## src/rtl/instr_encoder_if.sv

```systemverilog
// Request/response bundle for the MIPS instruction encoder.
// Latency: none (wires only).
// Backpressure: in_ready/out_ready handshakes carried through unchanged.
// The master modport is the producer/consumer side that drives requests and
// accepts words; the slave modport is the encoder itself.
interface instr_encoder_if #(
  parameter int ADDR_W = 8
);
  logic              start;
  logic              in_valid;
  logic              in_ready;
  logic [4:0]        in_mnem;
  logic [4:0]        in_rs;
  logic [4:0]        in_rt;
  logic [4:0]        in_rd;
  logic [4:0]        in_shamt;
  logic [15:0]       in_imm;
  logic [25:0]       in_target;
  logic              out_valid;
  logic              out_ready;
  logic [31:0]       out_data;
  logic [ADDR_W-1:0] out_addr;
  logic              full;
  logic              err;

  modport master (
    output start, in_valid, in_mnem, in_rs, in_rt, in_rd, in_shamt,
           in_imm, in_target, out_ready,
    input  in_ready, out_valid, out_data, out_addr, full, err
  );

  modport slave (
    input  start, in_valid, in_mnem, in_rs, in_rt, in_rd, in_shamt,
           in_imm, in_target, out_ready,
    output in_ready, out_valid, out_data, out_addr, full, err
  );
endinterface

```

## src/rtl/instr_encoder.sv

```systemverilog
// Streaming MIPS encoder: field-level requests -> 32-bit words tagged with their word address.
// Latency: 1 cycle from accept to out_valid; 1 word/cycle when the consumer keeps out_ready high.
// Backpressure: single output register, in_ready drops while the word is held or capacity is reached.
// Ports: clk, rst_n (synchronous, active low), bus (instr_encoder_if.slave: start,
// in_* request, out_* word stream, full, err).
// Optional build macro BRANCH_REL_EN: BEQ/BNE in_imm is an absolute word address and is
// converted to a PC-relative offset; without it in_imm is copied verbatim.
module instr_encoder #(
  parameter int ADDR_W = 8
) (
  input  logic             clk,
  input  logic             rst_n,
  instr_encoder_if.slave   bus
);

  typedef enum logic [1:0] {
    S_EMPTY = 2'd0,
    S_HOLD  = 2'd1,
    S_FULL  = 2'd2
  } state_t;

  localparam logic [4:0] M_ADD  = 5'd0;
  localparam logic [4:0] M_SUB  = 5'd1;
  localparam logic [4:0] M_AND  = 5'd2;
  localparam logic [4:0] M_OR   = 5'd3;
  localparam logic [4:0] M_SLT  = 5'd4;
  localparam logic [4:0] M_SLL  = 5'd5;
  localparam logic [4:0] M_SRL  = 5'd6;
  localparam logic [4:0] M_JR   = 5'd7;
  localparam logic [4:0] M_LW   = 5'd8;
  localparam logic [4:0] M_SW   = 5'd9;
  localparam logic [4:0] M_J    = 5'd10;
  localparam logic [4:0] M_JAL  = 5'd11;
  localparam logic [4:0] M_BEQ  = 5'd12;
  localparam logic [4:0] M_BNE  = 5'd13;
  localparam logic [4:0] M_ADDI = 5'd14;
  localparam logic [4:0] M_LUI  = 5'd15;
  localparam logic [4:0] M_ORI  = 5'd16;
  localparam logic [4:0] M_SLTI = 5'd17;
  localparam logic [4:0] M_ANDI = 5'd18;

  // One past the last legal word address; next_addr carries an extra bit to reach it.
  localparam logic [ADDR_W:0] CAP = {1'b1, {ADDR_W{1'b0}}};

  state_t            state, state_d;
  logic [ADDR_W:0]   next_addr;
  logic [31:0]       data_q;
  logic [ADDR_W-1:0] addr_q;
  logic              err_q;
  logic              full_w;
  logic              supported;
  logic              accept;
  logic              emit;
  logic [15:0]       branch_imm;
  logic [31:0]       enc;

  assign full_w    = (next_addr == CAP);
  assign supported = (bus.in_mnem <= M_ANDI);
  // start wins over any request presented in the same cycle.
  assign bus.in_ready = !bus.start && !full_w &&
                        (state == S_EMPTY || (state == S_HOLD && bus.out_ready));
  assign accept = bus.in_valid && bus.in_ready;
  assign emit   = accept && supported;

`ifdef BRANCH_REL_EN
  // Offset is relative to the slot after the branch (its PC+4 in words).
  assign branch_imm = bus.in_imm - (16'(next_addr) + 16'd1);
`else
  assign branch_imm = bus.in_imm;
`endif

  // Field packing; fields a format does not use are forced to zero.
  always_comb begin
    enc = '0;
    case (bus.in_mnem)
      M_ADD:  enc = {6'b000000, bus.in_rs, bus.in_rt, bus.in_rd, 5'd0, 6'b100000};
      M_SUB:  enc = {6'b000000, bus.in_rs, bus.in_rt, bus.in_rd, 5'd0, 6'b100010};
      M_AND:  enc = {6'b000000, bus.in_rs, bus.in_rt, bus.in_rd, 5'd0, 6'b100100};
      M_OR:   enc = {6'b000000, bus.in_rs, bus.in_rt, bus.in_rd, 5'd0, 6'b100101};
      M_SLT:  enc = {6'b000000, bus.in_rs, bus.in_rt, bus.in_rd, 5'd0, 6'b101010};
      M_SLL:  enc = {6'b000000, 5'd0, bus.in_rt, bus.in_rd, bus.in_shamt, 6'b000000};
      M_SRL:  enc = {6'b000000, 5'd0, bus.in_rt, bus.in_rd, bus.in_shamt, 6'b000010};
      M_JR:   enc = {6'b000000, bus.in_rs, 15'd0, 6'b001000};
      M_LW:   enc = {6'b100011, bus.in_rs, bus.in_rt, bus.in_imm};
      M_SW:   enc = {6'b101011, bus.in_rs, bus.in_rt, bus.in_imm};
      M_J:    enc = {6'b000010, bus.in_target};
      M_JAL:  enc = {6'b000011, bus.in_target};
      M_BEQ:  enc = {6'b000100, bus.in_rs, bus.in_rt, branch_imm};
      M_BNE:  enc = {6'b000101, bus.in_rs, bus.in_rt, branch_imm};
      M_ADDI: enc = {6'b001000, bus.in_rs, bus.in_rt, bus.in_imm};
      M_LUI:  enc = {6'b001111, 5'd0, bus.in_rt, bus.in_imm};
      M_ORI:  enc = {6'b001101, bus.in_rs, bus.in_rt, bus.in_imm};
      M_SLTI: enc = {6'b001010, bus.in_rs, bus.in_rt, bus.in_imm};
      M_ANDI: enc = {6'b001100, bus.in_rs, bus.in_rt, bus.in_imm};
      default: enc = '0;
    endcase
  end

  always_ff @(posedge clk) begin
    if (!rst_n) begin
      state <= S_EMPTY;
    end else begin
      state <= state_d;
    end
  end

  always_comb begin
    state_d = state;
    if (bus.start) begin
      state_d = S_EMPTY;
    end else begin
      case (state)
        S_EMPTY: if (emit) state_d = S_HOLD;
        // An unsupported accept in HOLD still retires the held word.
        S_HOLD:  if (bus.out_ready && !emit) state_d = full_w ? S_FULL : S_EMPTY;
        S_FULL:  state_d = S_FULL;
        default: state_d = S_EMPTY;
      endcase
    end
  end

  always_ff @(posedge clk) begin
    if (!rst_n) begin
      data_q    <= '0;
      addr_q    <= '0;
      next_addr <= '0;
      err_q     <= 1'b0;
    end else if (bus.start) begin
      next_addr <= '0;
      err_q     <= 1'b0;
    end else if (accept) begin
      if (supported) begin
        data_q    <= enc;
        addr_q    <= next_addr[ADDR_W-1:0];
        next_addr <= next_addr + 1'b1;
      end else begin
        err_q <= 1'b1;
      end
    end
  end

  assign bus.out_valid = (state == S_HOLD);
  assign bus.out_data  = data_q;
  assign bus.out_addr  = addr_q;
  assign bus.full      = full_w;
  assign bus.err       = err_q;

endmodule

```

## src/flat_wrapper.sv

```systemverilog
// flat-port wrapper written by rule: the top's interface ports become plain ports
module instr_encoder_flat 
#(
  parameter int ADDR_W = 8
)
  (clk, rst_n, bus_start, bus_in_valid, bus_in_mnem, bus_in_rs, bus_in_rt, bus_in_rd, bus_in_shamt, bus_in_imm, bus_in_target, bus_out_ready, bus_in_ready, bus_out_valid, bus_out_data, bus_out_addr, bus_full, bus_err);
  instr_encoder_if #(.ADDR_W(ADDR_W)) bus_i ();
  input  logic clk;
  input  logic rst_n;
  input wire logic [$bits(bus_i.start)-1:0] bus_start;
  input wire logic [$bits(bus_i.in_valid)-1:0] bus_in_valid;
  input wire logic [$bits(bus_i.in_mnem)-1:0] bus_in_mnem;
  input wire logic [$bits(bus_i.in_rs)-1:0] bus_in_rs;
  input wire logic [$bits(bus_i.in_rt)-1:0] bus_in_rt;
  input wire logic [$bits(bus_i.in_rd)-1:0] bus_in_rd;
  input wire logic [$bits(bus_i.in_shamt)-1:0] bus_in_shamt;
  input wire logic [$bits(bus_i.in_imm)-1:0] bus_in_imm;
  input wire logic [$bits(bus_i.in_target)-1:0] bus_in_target;
  input wire logic [$bits(bus_i.out_ready)-1:0] bus_out_ready;
  output wire logic [$bits(bus_i.in_ready)-1:0] bus_in_ready;
  output wire logic [$bits(bus_i.out_valid)-1:0] bus_out_valid;
  output wire logic [$bits(bus_i.out_data)-1:0] bus_out_data;
  output wire logic [$bits(bus_i.out_addr)-1:0] bus_out_addr;
  output wire logic [$bits(bus_i.full)-1:0] bus_full;
  output wire logic [$bits(bus_i.err)-1:0] bus_err;
  assign bus_i.start = bus_start;
  assign bus_i.in_valid = bus_in_valid;
  assign bus_i.in_mnem = bus_in_mnem;
  assign bus_i.in_rs = bus_in_rs;
  assign bus_i.in_rt = bus_in_rt;
  assign bus_i.in_rd = bus_in_rd;
  assign bus_i.in_shamt = bus_in_shamt;
  assign bus_i.in_imm = bus_in_imm;
  assign bus_i.in_target = bus_in_target;
  assign bus_i.out_ready = bus_out_ready;
  assign bus_in_ready = bus_i.in_ready;
  assign bus_out_valid = bus_i.out_valid;
  assign bus_out_data = bus_i.out_data;
  assign bus_out_addr = bus_i.out_addr;
  assign bus_full = bus_i.full;
  assign bus_err = bus_i.err;
  instr_encoder #(.ADDR_W(ADDR_W)) u_core (.clk(clk), .rst_n(rst_n), .bus(bus_i));
endmodule
```

## config.mk

```make
export PLATFORM = sky130hd
export DESIGN_NAME = instr_encoder_flat
export DESIGN_NICKNAME = d
export VERILOG_FILES = /design/src/rtl/instr_encoder_if.sv /design/src/rtl/instr_encoder.sv /design/src/flat_wrapper.sv
export SDC_FILE = /design/constraint.sdc
export NUM_CORES = 1
export LEC_CHECK = 0
export ABC_AREA = 1
export BUFFER_PORTS_ARGS = -buffer_cell sky130_fd_sc_hd__buf_2
export CORE_MARGIN = 2
export CORE_UTILIZATION = 50
export DETAILED_ROUTE_END_ITERATION = 12
export PLACE_DENSITY = 0.89
export RECOVER_POWER = 50
export SKIP_LAST_GASP = 1
export SYNTH_ARGS = -nofsm -noshare
export SYNTH_HDL_FRONTEND = slang
export SYNTH_SLANG_ARGS = --single-unit
export TNS_END_PERCENT = 50
```

## constraint.sdc

```tcl
create_clock -name clk -period 4.1 [get_ports clk]
set_clock_uncertainty 0.15 [all_clocks]
set_input_delay 0.41 -clock clk [delete_from_list [all_inputs] [get_ports clk]]
set_output_delay 0.41 -clock clk [all_outputs]
set_load 0.1 [all_outputs]
```

# --- After elaboration in Yosys (flattened, before gate mapping) ---
# Index checks and enable logic that the tools add are counted.
op_classes:
  n_eq_ne: 23
  multipliers: 0
  muxes: 5
  order_cmp: 1
  reduce_logical: 17
  shifts: 0
  bitwise_logic: 3
  add_sub_neg: 1
  div_mod_pow: 0
ops:
  columns: ["cell", "count"]
  rows:
  - ["32-bit one-hot mux with 19 select lines", 1]
  - ["5-bit by 4-bit equality test with 1-bit output (second input constant)", 8]
  - ["5-bit by 3-bit equality test with 1-bit output (second input constant)", 4]
  - ["5-bit equality test (second input constant)", 3]
  - ["5-bit by 2-bit equality test with 1-bit output (second input constant)", 2]
  - ["9-bit by 1-bit adder with 9-bit output (second input constant)", 1]
  - ["9-bit equality test (second input constant)", 1]
  - ["1-bit logical AND", 6]
  - ["2-bit two-way mux", 3]
  - ["2-bit one-hot mux with 3 select lines", 1]
  - ["2-bit AND reduction", 3]
  - ["5-bit by 1-bit equality test with 1-bit output (second input constant)", 1]
  - ["5-bit <= comparator (second input constant)", 1]
  - ["5-bit logical NOT", 1]
  - ["2-bit by 1-bit inequality test with 1-bit output (second input constant)", 2]
  - ["1-bit logical NOT", 3]
  - ["1-bit NOT", 3]
  - ["3-bit AND reduction", 1]
  - ["2-bit by 1-bit equality test with 1-bit output (second input constant)", 1]
  - ["2-bit equality test (second input constant)", 1]
  - ["2-bit logical NOT", 1]
  - ["2-bit OR reduction", 1]
  - ["1-bit logical OR", 1]
totals:
  output_inout_bits: 44
  rom_bits: 0
  in_bits: 72
  n_memories: 0
  regBits: 52
  word_cells: 55
  mem_bits_rw: 0
  latchBits: 0

# --- Logic depth before layout (Yosys ltp) ---
depth:
  word_depth: 10
  mapped_depth: 11
  mapped_depth_nobuf: 11

# --- Worst setup path before layout ---
# No wires, ideal clock.
synth_timing:
  path_kind: "register -> output"
  startpoint: "reg u_core.next_addr[0]"
  endpoint: "out bus_in_ready"
  slack_ns: 0.212
  t_required_ns: 3.540
  arrival_time_ns: 3.328
  n_path_buf: 0
  stages_incl_launch_ff: 6
  cell_sequence: "dfxtp_1 inv_1 ha_1 nand4_1 nor2_1 nor3_1"
synth_between:
  elab_chain_len: 4
synth_rtl:
  columns: ["item", "line_no", "rtl"]
  rows:
  - ["start, declared", "instr_encoder.sv:46", "logic [ADDR_W:0] next_addr;"]
  - ["start signal, assigned", "instr_encoder.sv:135", "next_addr <= next_addr + 1'b1;"]
  - ["9-bit equality test", "instr_encoder.sv:57", "assign full_w = (next_addr == CAP);"]
  - ["named net bus_full", "flat_wrapper.sv:24", "output wire logic [$bits(bus_i.full)-1:0] bus_full;"]
  - ["1-bit logical NOT", "instr_encoder.sv:60", "assign bus.in_ready = !bus.start && !full_w &&"]
  - ["1-bit logical AND (2 in a row)", "instr_encoder.sv:60", null]
  - ["end, declared", "flat_wrapper.sv:20", "output wire logic [$bits(bus_i.in_ready)-1:0] bus_in_ready;"]
# The timed path passes the listed nets, and every way through them passes these cells.

# --- Final worst setup path ---
layout_timing:
  startpoint: "reg u_core.next_addr[0]"
  endpoint: "reg u_core.data_q[20], in the netlist u_core.bus.out_data[20]"
layout_between:
  elab_chain_len: 6
layout_rtl:
  columns: ["item", "line_no", "rtl"]
  rows:
  - ["9-bit equality test", "instr_encoder.sv:57", null]
  - ["1-bit logical NOT", "instr_encoder.sv:60", null]
  - ["1-bit logical AND (2 in a row)", "instr_encoder.sv:60", null]
  - ["1-bit logical AND", "instr_encoder.sv:62", "assign accept = bus.in_valid && bus.in_ready;"]
  - ["3-bit AND reduction (no line)", null, null]
  - ["end signal, assigned", "instr_encoder.sv:133", "data_q <= enc;"]
  - ["end, declared", "instr_encoder.sv:47", "logic [31:0] data_q;"]
# No other way between the ends.
# A chain may end at the register's enable or synchronous reset.

==> impl_metrics.toml <==
[status]
status = "finished clean"

[power]
power.leakage_nw = 1.52
power.density_nw_per_um2 = 316
power_mw = 1.08
peakVddDrop_v = 0.000180

[place]
port_buffers = 114
hpwlAfterDp_um = 5440
gp_congestion = 0.912

[synthesis]
ys_async_sr_fraction_pct = 0
synthTopCellsByCount = "nand2_1 (149), dfxtp_1 (51), a21oi_1 (44)"
syn_inst = 415
yosysWarnings = 0
netlist_area_sq_um = 2830
muxShareOfSynthArea_pct = 0
yosys.area_share.simple_pct = 35.2
syn_avg_cell_area_sq_um = 6.82
synthTopCellsByArea = "dfxtp_1 (36%), nand2_1 (20%), a21oi_1 (7.8%)"
synth_top_family_by_area = "simple AND/OR/NAND/NOR gates"
synth.most_common_cell = "nand2_1"
synth.net_count = 489
ys_types = 35
synth_top_area_share_pct = 36.1
synth_edf_count = 0
synth_area_leader_cell = "dfxtp_1"
synthAdderAreaFrac_pct = 0.885
synth-xor-area-share_pct = 1.86
synth_seq_cells = 51
ys_seq_area_share_pct = 36.1
synth_compound_area_share_pct = 16.2
synth_ff_type = "dfxtp_1"

[cells_and_area]
drive_above_1_share_pct = 23.5
nets = 596
diodes = 0
num-fill-cells = 527
syn_to_final_growth_pct = 20.3

[timing]
max_slew_margin_pct = 14.9
tightest_slew_ns = 1.28
post-route-period-util_pct = 73.8
maxSlewViolCount = 0
min_period_ns = 3.03
fmax_ghz = 0.331
tns_ns = 0
hold_viol = 0
rsz0062_at_grt = "no"
setup_violations = 0

[route]
wl_met3_um = 526
m1WireLength_um = 3030
vias = 3033
first_pass_iters = 4
routed_wl_um = 7350
vias_per_cell = 5.10
wire_per_inst_um = 12.3
ant_nets = 0
drc = 0
wl_met2_um = 3690
drt-initial-drc-count = 144
top_layer = "met4"

[floorplanning]
core_area_sq_um = 5470
initial_core_util_pct = 51.7
die_h_um = 79.2
die-area_sq_um = 6280
rows = 27
die_x_um = 79.2
ios = 116

[job]
max-cap-violations = 0

[clocking]
cts_sinks = 51
htree_levels = 2
clock_path_buffers = 2
tritoncts = "built"
cts_setup_buffers = 0
cts_made_buffers = 5
cts_root_buffer = "clkbuf_8"
clk_latency_ns = 0.31
cts_resized = 0
holdBufCountCts = 0
clk_pin_slew_ns = 0.10

[setup_path]
critPathMaxFanout = 42
criticalPathCategory = "register to register"
r2r_start = "u_core.next_addr[0]$_SDFFE_PP0P_"
worstPathArrival_ns = 3.07
reg2reg_slack_ns = 1.07
cp.required_ns = 4.14
r2r_cells = 10
endpoint_kind = "register"
critPathLaunchType = "register"
r2r-end = "u_core.bus.out_data[20]$_SDFFE_PN0P_"

[hold_path]
hold_end = "u_core.state[1]$_SDFFE_PP0P_"
whs_path_depth = 3
hp-class = "primary input to register"
hp-start = "bus_out_ready"

[grt]
grt_pass1_wl_um = 11900
antenna_found_initial = 0
track_usage_pct = 23.4
grt_pass1_vias = 2723
grt_overflow = 0
grt_max_degree = 48
worst max-delay path: stages (launching register included):
cell and delay, ns:
dfxtp_1 0.41, inv_1 0.10, ha_1 0.21, nand4_1 0.12
inv_1 0.06, nand2_2 0.06, nand3_1 0.06, nor2_1 0.57
inv_1 0.80, nand2_1 0.28, a21oi_2 0.08
worst max path at each step:
stage               slack (ns)                        startpoint                                   end  depth (start not counted)
floorplan                 0.21  u_core.next_addr[0]$_SDFFE_PP0P_                          bus_in_ready                          5
global placement          1.91  u_core.next_addr[0]$_SDFFE_PP0P_  u_core.bus.out_data[29]$_SDFFE_PN0P_                         10
detailed placement        1.82  u_core.next_addr[0]$_SDFFE_PP0P_  u_core.bus.out_data[29]$_SDFFE_PN0P_                         10
CTS                       1.60  u_core.next_addr[0]$_SDFFE_PP0P_                          bus_in_ready                          6
global route              0.76  u_core.next_addr[0]$_SDFFE_PP0P_  u_core.bus.out_data[20]$_SDFFE_PN0P_                         10
finish                    1.07  u_core.next_addr[0]$_SDFFE_PP0P_  u_core.bus.out_data[20]$_SDFFE_PN0P_                         10
cell usage in the layout (no fill, tap or decap), types with 9 or more instances in the layout:
cell and instances:
a21oi_1 44, a21oi_2 9, buf_2 73, clkbuf_1 41, dfxtp_1 51, inv_1 27
nand2_1 149, nand2_2 9, nand3_1 17, nor2_1 23, o21ai_0 24
per-layer routing:
layer | GRT usage, % | vias to the layer above
met4 | 7.07 | 0
met2 | 44.3 | 102
met1 | 26.1 | 1370
li1 | - | 1550
met3 | 4.66 | 11
met5 | 0 | -
kinds of logic after synthesis:
logic type | after synthesis
buf+inv | 51
simple gates | 221
xor+xnor | 6
fa+ha+maj | 2
other cells | 1
flops | 51
compound gates | 83
state kept, by name, indices dropped and copies added (netlist names):
name                 count
u_core.bus.out_addr      8
u_core.next_addr         9
u_core.bus.out_data     31
u_core.state             2
u_core.bus.err           1
stage by stage:
stage	std cells	area (sq um)	utilization [%]	setup slack (ns)	hold WS, ns
after floorplan	415	2830	-	0.212	0.302
after global placement	587	3370	61.5	1.91	0.299
after detailed placement	587	3370	61.5	1.82	0.302
after CTS	595	3470	63.4	1.60	0.200
after global routing	595	3400	62.2	0.756	0.218
final	595	3400	62.2	1.07	0.200
cell type report:
| type | count | area, sq um | share of cell area (%) |
|---|---|---|---|
| multi-input combinational | 313 | 1530 | 44.9 |
| sequential | 51 | 1020 | 30.0 |
| timing repair buffer | 116 | 534 | 15.7 |
| inverter | 35 | 131 | 3.86 |
| tap | 72 | 90.1 | 2.65 |
| clock buffer | 6 | 82.6 | 2.43 |
| clock inverter | 2 | 16.3 | 0.478 |
where the power goes:
group	total (mW)	leakage [nW]	switching (mW)	internal [mW]
clock	0.314	0.0474	0.176	0.138
combinational	0.249	1.06	0.189	0.0599
sequential	0.514	0.413	0.00661	0.508
(Power assumes the default switching activity.)
